### src/rtl/ultrasonic_ranger.sv
// Three-channel ultrasonic ranger: sequential m->r->l trigger/echo timing with saturating cm output.
// Optional macro RANGE_FILTER_EN averages each new result with the previous range of that channel.
module ultrasonic_ranger #(
    parameter int CYC_PER_CM  = 2900,
    parameter int TRIG_CYC    = 500,
    parameter int TIMEOUT_CYC = 1500000,
    parameter int GAP_CYC     = 500000
) (
    input  logic       clk,
    input  logic       rst_n,
    input  logic       echo_m,
    input  logic       echo_r,
    input  logic       echo_l,
    output logic       trig_m,
    output logic       trig_r,
    output logic       trig_l,
    output logic [7:0] dist_m,
    output logic [7:0] dist_r,
    output logic [7:0] dist_l,
    output logic       sweep_done
);
    localparam int CW = 24;
    localparam int SW = (CYC_PER_CM > 1) ? $clog2(CYC_PER_CM) : 1;

    typedef enum logic [2:0] {ST_GAP, ST_TRIG, ST_WAIT_RISE, ST_MEASURE, ST_STORE} state_e;
    typedef enum logic [1:0] {CH_M, CH_R, CH_L} ch_e;

    state_e          state_q, state_d;
    ch_e             ch_q, ch_d;
    logic [CW-1:0]   cnt_q, cnt_d;
    logic [SW-1:0]   sub_q, sub_d, sub_inc;
    logic [7:0]      cm_q, cm_d, cm_inc;
    logic [2:0]      sync1_q, sync2_q, prev_q;
    logic [2:0]      trig_q, trig_d;
    logic [2:0][7:0] dist_q;
    logic            sweep_done_q;
    logic [7:0]      result, wval, prev_dist;
    logic            store_en, act, act_prev, rise, fall;

    function automatic logic pick(input logic [2:0] v, input ch_e c);
        case (c)
            CH_R:    pick = v[1];
            CH_L:    pick = v[2];
            default: pick = v[0];
        endcase
    endfunction

    // Only the active channel's synchronized echo can steer the FSM.
    assign act      = pick(sync2_q, ch_q);
    assign act_prev = pick(prev_q, ch_q);
    assign rise     = act & ~act_prev;
    assign fall     = ~act & act_prev;

    always_comb begin
        case (ch_q)
            CH_R:    prev_dist = dist_q[1];
            CH_L:    prev_dist = dist_q[2];
            default: prev_dist = dist_q[0];
        endcase
    end

    always_comb begin
        state_d  = state_q;
        ch_d     = ch_q;
        cnt_d    = cnt_q + CW'(1);
        sub_d    = sub_q;
        cm_d     = cm_q;
        result   = 8'd0;
        sub_inc  = sub_q + SW'(1);
        cm_inc   = cm_q;
        if (sub_q == SW'(CYC_PER_CM - 1)) begin
            sub_inc = '0;
            cm_inc  = (cm_q == 8'd255) ? 8'd255 : cm_q + 8'd1;
        end
        case (state_q)
            ST_GAP: begin
                if (cnt_q == CW'(GAP_CYC - 1)) state_d = ST_TRIG;
            end
            ST_TRIG: begin
                if (cnt_q == CW'(TRIG_CYC - 1)) state_d = ST_WAIT_RISE;
            end
            ST_WAIT_RISE: begin
                if (rise) begin
                    state_d = ST_MEASURE;
                end else if (cnt_q == CW'(TIMEOUT_CYC - 1)) begin
                    state_d = ST_STORE;
                    result  = 8'd255;
                end
            end
            ST_MEASURE: begin
                // The falling cycle itself is counted, so a pulse of N*CYC_PER_CM reads N.
                if (fall) begin
                    state_d = ST_STORE;
                    result  = cm_inc;
                end else if (cnt_q == CW'(TIMEOUT_CYC - 1)) begin
                    state_d = ST_STORE;
                    result  = 8'd255;
                end else begin
                    sub_d = sub_inc;
                    cm_d  = cm_inc;
                end
            end
            ST_STORE: begin
                state_d = ST_GAP;
                case (ch_q)
                    CH_M:    ch_d = CH_R;
                    CH_R:    ch_d = CH_L;
                    default: ch_d = CH_M;
                endcase
            end
            default: state_d = ST_GAP;
        endcase
        if (state_d != state_q) begin
            cnt_d = '0;
            sub_d = '0;
            cm_d  = '0;
        end
    end

    // Register the result on entry to STORE so dist is visible during the STORE cycle.
    assign store_en = (state_q != ST_STORE) && (state_d == ST_STORE);

    always_comb begin
        trig_d = '0;
        if (state_d == ST_TRIG) begin
            case (ch_d)
                CH_R:    trig_d[1] = 1'b1;
                CH_L:    trig_d[2] = 1'b1;
                default: trig_d[0] = 1'b1;
            endcase
        end
    end

`ifdef RANGE_FILTER_EN
    logic [2:0] seen_q;
    logic [8:0] sum;

    assign sum  = {1'b0, prev_dist} + {1'b0, result};
    assign wval = pick(seen_q, ch_q) ? sum[8:1] : result;

    always_ff @(posedge clk or negedge rst_n) begin
        if (!rst_n) begin
            seen_q <= '0;
        end else if (store_en) begin
            case (ch_q)
                CH_R:    seen_q[1] <= 1'b1;
                CH_L:    seen_q[2] <= 1'b1;
                default: seen_q[0] <= 1'b1;
            endcase
        end
    end
`else
    logic unused_prev;
    assign unused_prev = ^prev_dist;
    assign wval        = result;
`endif

    always_ff @(posedge clk or negedge rst_n) begin
        if (!rst_n) begin
            state_q      <= ST_GAP;
            ch_q         <= CH_M;
            cnt_q        <= '0;
            sub_q        <= '0;
            cm_q         <= '0;
            sync1_q      <= '0;
            sync2_q      <= '0;
            prev_q       <= '0;
            trig_q       <= '0;
            dist_q       <= '0;
            sweep_done_q <= 1'b0;
        end else begin
            sync1_q      <= {echo_l, echo_r, echo_m};
            sync2_q      <= sync1_q;
            prev_q       <= sync2_q;
            state_q      <= state_d;
            ch_q         <= ch_d;
            cnt_q        <= cnt_d;
            sub_q        <= sub_d;
            cm_q         <= cm_d;
            trig_q       <= trig_d;
            sweep_done_q <= store_en && (ch_q == CH_L);
            if (store_en) begin
                case (ch_q)
                    CH_R:    dist_q[1] <= wval;
                    CH_L:    dist_q[2] <= wval;
                    default: dist_q[0] <= wval;
                endcase
            end
        end
    end

    assign trig_m     = trig_q[0];
    assign trig_r     = trig_q[1];
    assign trig_l     = trig_q[2];
    assign dist_m     = dist_q[0];
    assign dist_r     = dist_q[1];
    assign dist_l     = dist_q[2];
    assign sweep_done = sweep_done_q;

endmodule

### config.mk
export PLATFORM = sky130hd
export DESIGN_NAME = ultrasonic_ranger
export DESIGN_NICKNAME = d
export VERILOG_FILES = /design/src/rtl/ultrasonic_ranger.sv
export SDC_FILE = /design/constraint.sdc
export NUM_CORES = 1
export LEC_CHECK = 0
export CAP_MARGIN = 20
export CORE_MARGIN = 5
export CORE_UTILIZATION = 36
export DETAILED_ROUTE_END_ITERATION = 10
export GPL_ROUTABILITY_DRIVEN = 0
export MAX_ROUTING_LAYER = met4
export SLEW_MARGIN = 30
export SYNTH_ARGS = -nofsm -noshare
export SYNTH_HDL_FRONTEND = slang
export SYNTH_SLANG_ARGS = --single-unit
export TNS_END_PERCENT = 10
### constraint.sdc
create_clock -name clk -period 6.03 [get_ports clk]
set_input_delay 0.603 -clock clk [delete_from_list [all_inputs] [get_ports clk]]
set_output_delay 0.603 -clock clk [all_outputs]
set_load 0.01 [all_outputs]
==> run metrics, run 1 <==
CP Data Required Time 6.24 ns; Crit path buffers/inverters 2; layout cells sized above 1 12.3%; Num CTS Buffers 9; Main synth FF type dfrtp_1; min cycle time layout 3.20 ns; PwrDens 244 mW/mm²; fin nets 465; initial antenna violation count 0; CP cell instances ha_1 -> nor4b_4 -> nand4_1 -> nor4_2 -> buf_4 -> o21ai_1 -> nand3_1 -> buf_4 -> nor2_1; Initial Util 37.2%; setup tns final 0 ns; DR vias 3161; path length in cells of the critical path 9; clk_lat worst skew 0.34 ns; port bufs 32; Area contributors post-synth dfrtp_1 50%, mux2_2 6.1%, nor2_1 4.7%, xnor2_1 3.5%, nand3_1 3.3%; cell taking the most area after synthesis dfrtp_1; Synth top cells by count 86 x dfrtp_1, 54 x nor2_1, 36 x nand2_1; final WL 8950 µm; RSZ-0062 raised after global routing no; critical path type reg2reg; largest incremental delay on the critical path 0.70 ns; routed length per placed instance 14.9 µm; H-tree level count 3; diode count 0; endpoints failing setup 0; FP Rows 39; Seq pwr share 46.8%; startpoint types flop; CTS tree built; final cell count without fillers 599; first-pass GRT wire length 15400 µm; initial DRC count 127; grt total ovfl 0; CTS root buf clkbuf_16; Worst Hold Class in2async; Unique masters post-synth 51; YS warnings 0; total net switching power 0.000242 W; Post-CTS Setup Repair Bufs 0; CTS max path bufs 2; max-slew violation count 0; worst-margin pin slew 0.874 ns; gr usage total 13.5%; Leakage 2.16 nW; Clock power frac 51.6%; DIE WIDTH 119 µm; register area share after synthesis 50.3%; share of the synthesized area in the top cell type 50.3%; clock sinks 86; Post-Place Cells 583; top-count cell post-synth dfrtp_1; Crit path max-delay family simple AND/OR/NAND/NOR gates; Post-synth EDFFs 0; Reg2Reg Capture Point cnt_q[23]; Final Cell Area 0.00510 mm²; full die area 0.0142 mm²; Critical R2R Launch cnt_q[0]; VDD IR max 0.000196 V; vias per cell 5.28; headroom to the max-slew limit 41.6%; cell count of the worst reg-to-reg path 9; clock skew 0.00759 ns; Placed Area 0.00475 mm²; drt pass-1 iters 4; post-synthesis cell area 0.00428 mm²; Setup crit end kind flop; Core ar. 0.0115 mm²; Filler Cell Count 1084; area grow syn2layout 19.2%; antenna-violating nets left 0; largest net degree at the start of global routing 87; final count of hold timing violations 0; sw frac 19.5%; r2r setup slk 2.83 ns; Async S/R FF share, synth 100%; #FFs+latches synth 86; crit path DAT 3.42 ns; CTS clock-pin slew for the worst setup and hold paths 0.06 ns; cell repeated most along the worst path buf_4; Comb pwr share 1.6%; CP max-delay cell nand3_1; vias in the first global route 3138; HPWL Detailed 6360 µm; # resized after CTS 0; synthesized area per cell 10.2 µm²; internal power 0.00100 W; boundary pin count 33; hold_buf cts 0; # DRC 0; Chip Height 119 µm; status complete, no violations; syn_nets 432; fin crit share 53.1%; Worst Path Max Fanout 24; Synth Instances 418; MaxCap Viol Count 0; Peak Freq 312 MHz
state kept, by name, indices dropped and copies added (netlist names):
signal	cells
trig_q	3
dist_l	8
ch_q	2
state_q	3
dist_m	8
cm_q	8
sub_q	12
prev_q	3
sweep_done	1
sync1_q	3
dist_r	8
cnt_q	24
sync2_q	3
power by group through the flow:
stage,Combinational [W],Clock (W),Sequential (W)
2_1_floorplan,0.00000542,0,0.000592
3_3_place_gp,0.0000210,0,0.000592
6_report,0.0000204,0.000641,0.000581
3_5_place_dp,0.0000216,0,0.000592
5_1_grt,0.0000242,0.000681,0.000581
4_1_cts,0.0000216,0.000661,0.000581
worst max-delay path by stage:
stage,from,to,slack [ns]
2_1_floorplan,cnt_q[0],dist_m[0],3.60
6_report,cnt_q[0],cnt_q[23],2.83
3_3_place_gp,cnt_q[0],cnt_q[8],2.88
4_1_cts,cnt_q[0],cnt_q[23],2.73
3_5_place_dp,cnt_q[0],cnt_q[15],2.78
5_1_grt,cnt_q[0],cnt_q[14],2.57
routing by layer:
metal	wire length, µm	share of wire, %	vias to the layer above	global-route usage [%]
met5	0	0	-	-
met4	102	1.1	0	4.06
met3	319	3.6	10	3.18
met2	4330	48	58	21.7
met1	4190	47	1542	17.1
li1	-	-	1551	-
placed cells by master, fill, tap and decap left out, types with 2 or more instances in the layout:
cell type	count
nor3b_1	2
and3_1	7
nand2_1	36
o21ai_2	2
nor4_2	2
clkdlybuf4s50_1	31
or4_1	4
buf_4	3
a21oi_1	14
dfrtp_1	86
a211oi_1	2
nand4b_1	3
and4_1	3
nand4_1	7
xnor2_1	17
ha_1	9
nor4b_1	4
nand4bb_1	2
nand2b_1	4
or4b_2	2
nor3_1	17
xor2_1	10
a311oi_1	3
o21ai_0	10
nor2_1	54
nand3_1	28
bufinv_16	3
and2_1	4
clkbuf_16	9
inv_1	12
mux2i_1	7
nor4_1	6
a31oi_1	2
or3_1	4
mux2_2	23
nor2b_1	2
logic make-up after synthesis:
family | count (synthesis) | share of synthesized area, %
and+or+nand+nor | 198 | 25.0
muxes | 31 | 7.95
buffers and inverters | 25 | 2.37
xor gates and xnor gates | 27 | 5.52
DFF | 86 | 50.3
AOI/OAI and AO/OA | 42 | 6.29
adders and majority gates | 9 | 2.63
layout make-up:
cell class | count | area, µm² | share of cell area [%]
well taps | 143 | 179 | 3.51
multi-input cells | 307 | 2030 | 39.8
clock buffers | 11 | 243 | 4.76
inverters | 12 | 45.0 | 0.883
clock inverters | 5 | 106 | 2.08
flip-flops and latches | 86 | 2150 | 42.2
repair buffers | 35 | 344 | 6.74
through the flow:
| stage | setup WS [ns] | util (%) | total power (W) | hold WS (ns) |
|---|---|---|---|---|
| after global placement | 2.88 | 41.2 | 0.000613 | 0.334 |
| after CTS | 2.73 | 44.3 | 0.00126 | 0.350 |
| after global routing | 2.57 | 44.3 | 0.00129 | 0.358 |
| final | 2.83 | 44.3 | 0.00124 | 0.320 |
| after detailed placement | 2.78 | 41.3 | 0.000613 | 0.337 |
| after floorplan | 3.60 | - | 0.000597 | 0.307 |
Note: power is estimated with default switching activity, not from simulation.
==> run 2: changes to the inputs <==
==> constraint.sdc (replaced) <==
create_clock -name clk -period 3.2 [get_ports clk]
set_input_delay 0.32 -clock clk [delete_from_list [all_inputs] [get_ports clk]]
set_output_delay 0.32 -clock clk [all_outputs]
set_load 0.01 [all_outputs]
==> run 2 against run 1 <==
  * Sequential cell count unchanged
  * Core utilization decreased by 0.054 points
  * Via count increased by 1.6%
  * Critical endpoint is now dist_l[6]
  * Largest cell class unchanged
==> run metrics, run 2 (synthesis gave the netlist of run 1 again) <==
status complete, no violations; hold_buf cts 0 (unchanged); largest net degree at the start of global routing 87 (unchanged); Worst Path Max Fanout 9 (-63%); diode count 0 (unchanged); final cell count without fillers 603 (+0.67%); Chip Height 119 µm (unchanged); cell count of the worst reg-to-reg path 7 (-2); # resized after CTS 0 (unchanged); most frequent cells in the layout 86 x dfrtp_1, 54 x nor2_1, 36 x nand2_1; CTS root buf clkbuf_16; Post-CTS Setup Repair Bufs 0 (unchanged); Post-Place Cells 588 (+0.86%); crit path DAT 2.90 ns (-0.52 ns); commonest non-fill, non-tap cell in the layout dfrtp_1; top flop regs cnt_q (24), sub_q (12); Setup crit end kind flop; Power Total 0.00221 W (+78%); initial DRC count 167 (+31%); Num CTS Buffers 9 (unchanged); Reg2Reg Capture Point dist_l[6]; first-pass GRT wire length 15800 µm (+2.9%); clk_lat worst skew 0.33 ns (about the same); vias per cell 5.33 (+0.97%); antenna-violating nets left 0 (unchanged); FP Rows 39 (unchanged); Crit. Startpoint cnt_q[0]; H-tree level count 3 (unchanged); full die area 0.0142 mm² (unchanged); area grow syn2layout 19.1%; DIE WIDTH 119 µm (unchanged); DR vias 3213 (+1.6%); vias in the first global route 3277 (+4.4%); CP Data Required Time 3.42 ns (-2.82 ns); boundary pin count 33 (unchanged); VDD IR max 0.000306 V (+57%); PwrDens 434 mW/mm² (+78%); Critical R2R Launch cnt_q[0]; final WL 9110 µm (+1.8%); worst-margin pin slew 0.766 ns (-0.108 ns); max-slew violation count 0 (unchanged); Core ar. 0.0115 mm² (unchanged); clock skew 0.00680 ns (-0.000790 ns); setup tns final 0 ns (unchanged); Final WS setup 0.513 ns (-2.32 ns); fin nets 470 (+1.1%); fin crit share 84.0% (+31 points); critical path type reg2reg; pre-CTS setup slack 0.502 ns (-2.28 ns); final count of hold timing violations 0 (unchanged); Initial Util 37.2% (unchanged); RSZ-0062 raised after global routing no; max reg flops 24 (unchanged); hold slack final 0.0477 ns (-0.272 ns); layout cells sized above 1 12.8% (+0.55 points); Leakage 2.17 nW (+0.23%); Worst Hold Class in2async; Top reg by flops cnt_q; Worst setup endpoint dist_l[6]; endpoints failing setup 0 (unchanged); clock sinks 86 (unchanged); MaxCap Viol Count 0 (unchanged); CTS tree built; grt total ovfl 0 (unchanged); initial antenna violation count 0 (unchanged); min cycle time layout 2.69 ns (-0.514 ns); port bufs 32 (unchanged); CTS max path bufs 2 (unchanged); headroom to the max-slew limit 48.9% (+7.4 points); # DRC 0 (unchanged); drt pass-1 iters 4 (unchanged); r2r setup slk 0.51 ns (-2.32 ns); gr usage total 13.9% (+0.38 points); routed length per placed instance 15.1 µm (+1.1%); startpoint types flop; CTS clock-pin slew for the worst setup and hold paths 0.06 ns (about the same); HPWL Detailed 6540 µm (+2.8%); Peak Freq 372 MHz (+19%)
## run 2: cell types whose count changed in the layout (fill, tap and decap cells not counted), sizes merged
cell    delta
buf        +5
bufinv     -1
## run 2: critical path: stages (launching register included)
cell,delay [ns]
dfrtp_1,0.39
ha_1,0.26
nor4b_4,0.31
nand4_1,0.19
or4_1,0.62
a21oi_1,0.27
o21ai_2,0.21
mux2_2,0.32
## run 2: final cells by class
cell class / instances / area, µm²
clock buffers: 11 / 233
clock inverters: 4 / 72.6
fillers: 1089 / 6420
inverters: 12 / 45.0
multi-input cells: 307 / 2030
flip-flops and latches: 86 / 2150
well taps: 143 / 179
repair buffers: 40 / 382
## run 2: layer usage
metal	routed length [µm]	vias up	GRT usage [%]
met5	0	-	-
met1	4110	1595	16.8
met4	104	0	3.84
li1	-	1563	-
met3	287	7	3.08
met2	4600	48	23.5
## run 2: stage by stage
step / instance area (µm²) / util, %
after global placement: 4790 / 41.6
after floorplan: 4280 / -
after detailed placement: 4790 / 41.6
final: 5100 / 44.3
after CTS: 5100 / 44.3
after global routing: 5100 / 44.3
## run 2: worst min path at each step
stage / cells after the start / start / slack [ns] / endpoint
after floorplan: 0 / rst_n / 0.02 / ch_q[0]
after global placement: 0 / sync1_q[0] / 0.33 / sync2_q[0]
after detailed placement: 0 / sync1_q[2] / 0.34 / sync2_q[2]
after CTS: 1 / rst_n / 0.08 / sync1_q[2]
after global routing: 1 / rst_n / 0.11 / prev_q[1]
final: 1 / rst_n / 0.05 / sync2_q[2]
## run 2: where the power goes
| group | switching [W] | internal (W) | total [W] |
|---|---|---|---|
| Sequential | 0.00000191 | 0.00109 | 0.00110 |
| Clock | 0.000399 | 0.000678 | 0.00108 |
| Combinational | 0.0000324 | 0.00000888 | 0.0000413 |
==> run 3: changes to the inputs <==
==> constraint.sdc (replaced) <==
create_clock -name clk -period 2.4 [get_ports clk]
set_input_delay 0.24 -clock clk [delete_from_list [all_inputs] [get_ports clk]]
set_output_delay 0.24 -clock clk [all_outputs]
set_load 0.01 [all_outputs]
==> run 3 against run 2 <==
  * The run now ends with setup timing left
  * Count of clock-buffer cells in the layout shrank 2
  * Combinational power rose by 67%
  * Worst setup slack lost 0.62 ns
  * Sequential share of layout area down 4.1 points
  * Clock power increased by 38%
  * Critical endpoint is now dist_m[1]
==> run metrics, run 3 (synthesis gave the netlist of run 1 again) <==
boundary pin count 33 (unchanged); largest net degree at the start of global routing 45 (-48%); sw frac 20.7% (+1.1 points); critical path type reg2reg; Final WS setup -0.109 ns (-0.622 ns); Filler Cell Count 1051 (-3.5%); CTS root buf clkbuf_16; Worst Hold Class in2reg; layout cells sized above 1 23.4% (+11 points); initial DRC count 213 (+28%); port bufs 32 (unchanged); PwrDens 535 mW/mm² (+23%); pre-CTS setup slack -0.229 ns (-0.732 ns); Clock power frac 49.3% (+0.6 points); status finished with violations; total net switching power 0.000625 W (+44%); CTS clock-pin slew for the worst setup and hold paths 0.06 ns (about the same); startpoint types flop; final WL 9630 µm (+5.7%); CTS tree built; Final Cell Area 0.00564 mm² (+11%); DR vias 3392 (+5.6%); HPWL Detailed 7070 µm (+8.1%); vias per cell 5.18 (-2.8%); Comb pwr share 2.3% (+0.4 points); H-tree level count 3 (unchanged); storage element area 0.00215 mm² (unchanged); MaxCap Viol Count 0 (unchanged); CTS max path bufs 2 (unchanged); min cycle time layout 2.51 ns (-0.178 ns); multi-input logic area 0.00214 mm² (+5.0%); Placed Area 0.00518 mm² (+8.1%); most frequent cells in the layout 86 x dfrtp_1, 55 x buf_4, 54 x nor2_1; internal power 0.00239 W (+34%); Seq pwr share 48.4% (-1.1 points); endpoints failing setup 8 (+8); clock skew 0.00465 ns (-0.00214 ns); Initial Util 37.2% (unchanged); grt total ovfl 0 (unchanged); Setup crit end kind flop; top flop regs cnt_q (24), sub_q (12); fin crit share 105% (+21 points); fin nets 521 (+11%); FP Rows 39 (unchanged); Top reg by flops cnt_q; VDD IR max 0.000425 V (+39%); headroom to the max-slew limit 64.6% (+16 points); Core ar. 0.0115 mm² (unchanged); max-slew violation count 0 (unchanged); final count of hold timing violations 0 (unchanged); antenna-violating nets left 0 (unchanged); DIE WIDTH 119 µm (unchanged); diode count 0 (unchanged); RSZ-0062 raised after global routing yes; # DRC 0 (unchanged); full die area 0.0142 mm² (unchanged); crit path DAT 2.73 ns (-0.17 ns); gr usage total 14.6% (+0.65 points); area grow syn2layout 31.8%; Leakage 2.47 nW (+14%); drt pass-1 iters 4 (unchanged); vias in the first global route 3363 (+2.6%); routed length per placed instance 14.7 µm (-2.7%); Num CTS Buffers 9 (unchanged); worst-margin pin slew 0.524 ns (-0.242 ns); Peak Freq 399 MHz (+7.1%); max reg flops 24 (unchanged); CP Data Required Time 2.62 ns (-0.80 ns); clock sinks 86 (unchanged); initial antenna violation count 0 (unchanged); Worst Path Max Fanout 8 (-1); clk_lat worst skew 0.34 ns (about the same); Chip Height 119 µm (unchanged); commonest non-fill, non-tap cell in the layout dfrtp_1; failing checks setup timing; first-pass GRT wire length 16400 µm (+3.8%)
==> run 3: cell types whose count changed in the layout (fill, tap and decap cells not counted), moves of 2 or more <==
cell      before  now
o21ai_4        0    2
buf_4          8   55
clkbuf_1       2    0
clkinv_4       0    3
buf_12         0    3
nor3_4         0    2
==> run 3: worst max-delay path, stage by stage (launching register included) <==
cell     delay [ns]
dfrtp_1        0.41
nor4_4         0.33
nand3_1        0.14
or4_4          0.50
or3_4          0.37
a21oi_4        0.16
buf_12         0.14
mux2_2         0.33
==> run 3: area by class of cell <==
class,count,area share [%]
Clock buffer,9,3.99
Clock inverter,7,1.75
Inverter,12,0.799
Multi-Input combinational cell,307,37.9
Sequential cell,86,38.2
Tap cell,143,3.17
Timing Repair Buffer,91,14.3
==> run 3: timing repair <==
item                                    in CTS  in global routing
endpoints found under the setup margin      25                 71
cloned                                       0                  0
pin swaps                                    1                  3
buffers inserted                             1                  2
hold buffers                                 1                  0
gates resized for setup                      9                  7
endpoints found under the hold margin       28                  0
==> run 3: power by group through the flow <==
stage               Clock, W  Combinational [W]  Sequential (W)
finish               0.00149          0.0000689         0.00146
global route         0.00160          0.0000802         0.00146
CTS                  0.00153          0.0000713         0.00146
detailed placement         0          0.0000680         0.00149
global placement           0          0.0000665         0.00149
floorplan                  0          0.0000136         0.00149
==> run 3: path summary, 6_finish.rpt <==
kind	start	end	slack, ns	cells after the start
max	cnt_q[19]	dist_m[1]	-0.11	7
min	echo_m	sync1_q[0]	0.34	1
max reg2reg	cnt_q[19]	dist_m[1]	-0.11	7
min reg2reg	sync1_q[1]	sync2_q[1]	0.35	0
max in group asynchronous	rst_n	dist_l[0]	1.32	3
min in group asynchronous	rst_n	sub_q[9]	0.40	2
==> run 3: through the flow <==
stage | hold WS (ns) | instances | TNS (ns) | power [W] | util (%)
detailed placement | 0.228 | 635 | -4.97 | 0.00155 | 45.0
floorplan | -0.0556 | 418 | -0.0851 | 0.00150 | -
finish | 0.338 | 655 | -0.812 | 0.00302 | 49.0
CTS | 0.329 | 653 | -0.936 | 0.00306 | 48.5
global placement | 0.220 | 635 | -3.64 | 0.00155 | 45.0
global route | 0.330 | 655 | -6.59 | 0.00314 | 49.0
==> run 3: layer usage <==
layer  part of all wire, %  track usage, %
met2                    49            23.6
met5                     0               -
met4                   1.5            4.78
met1                    46            18.3
met3                   3.8            3.13
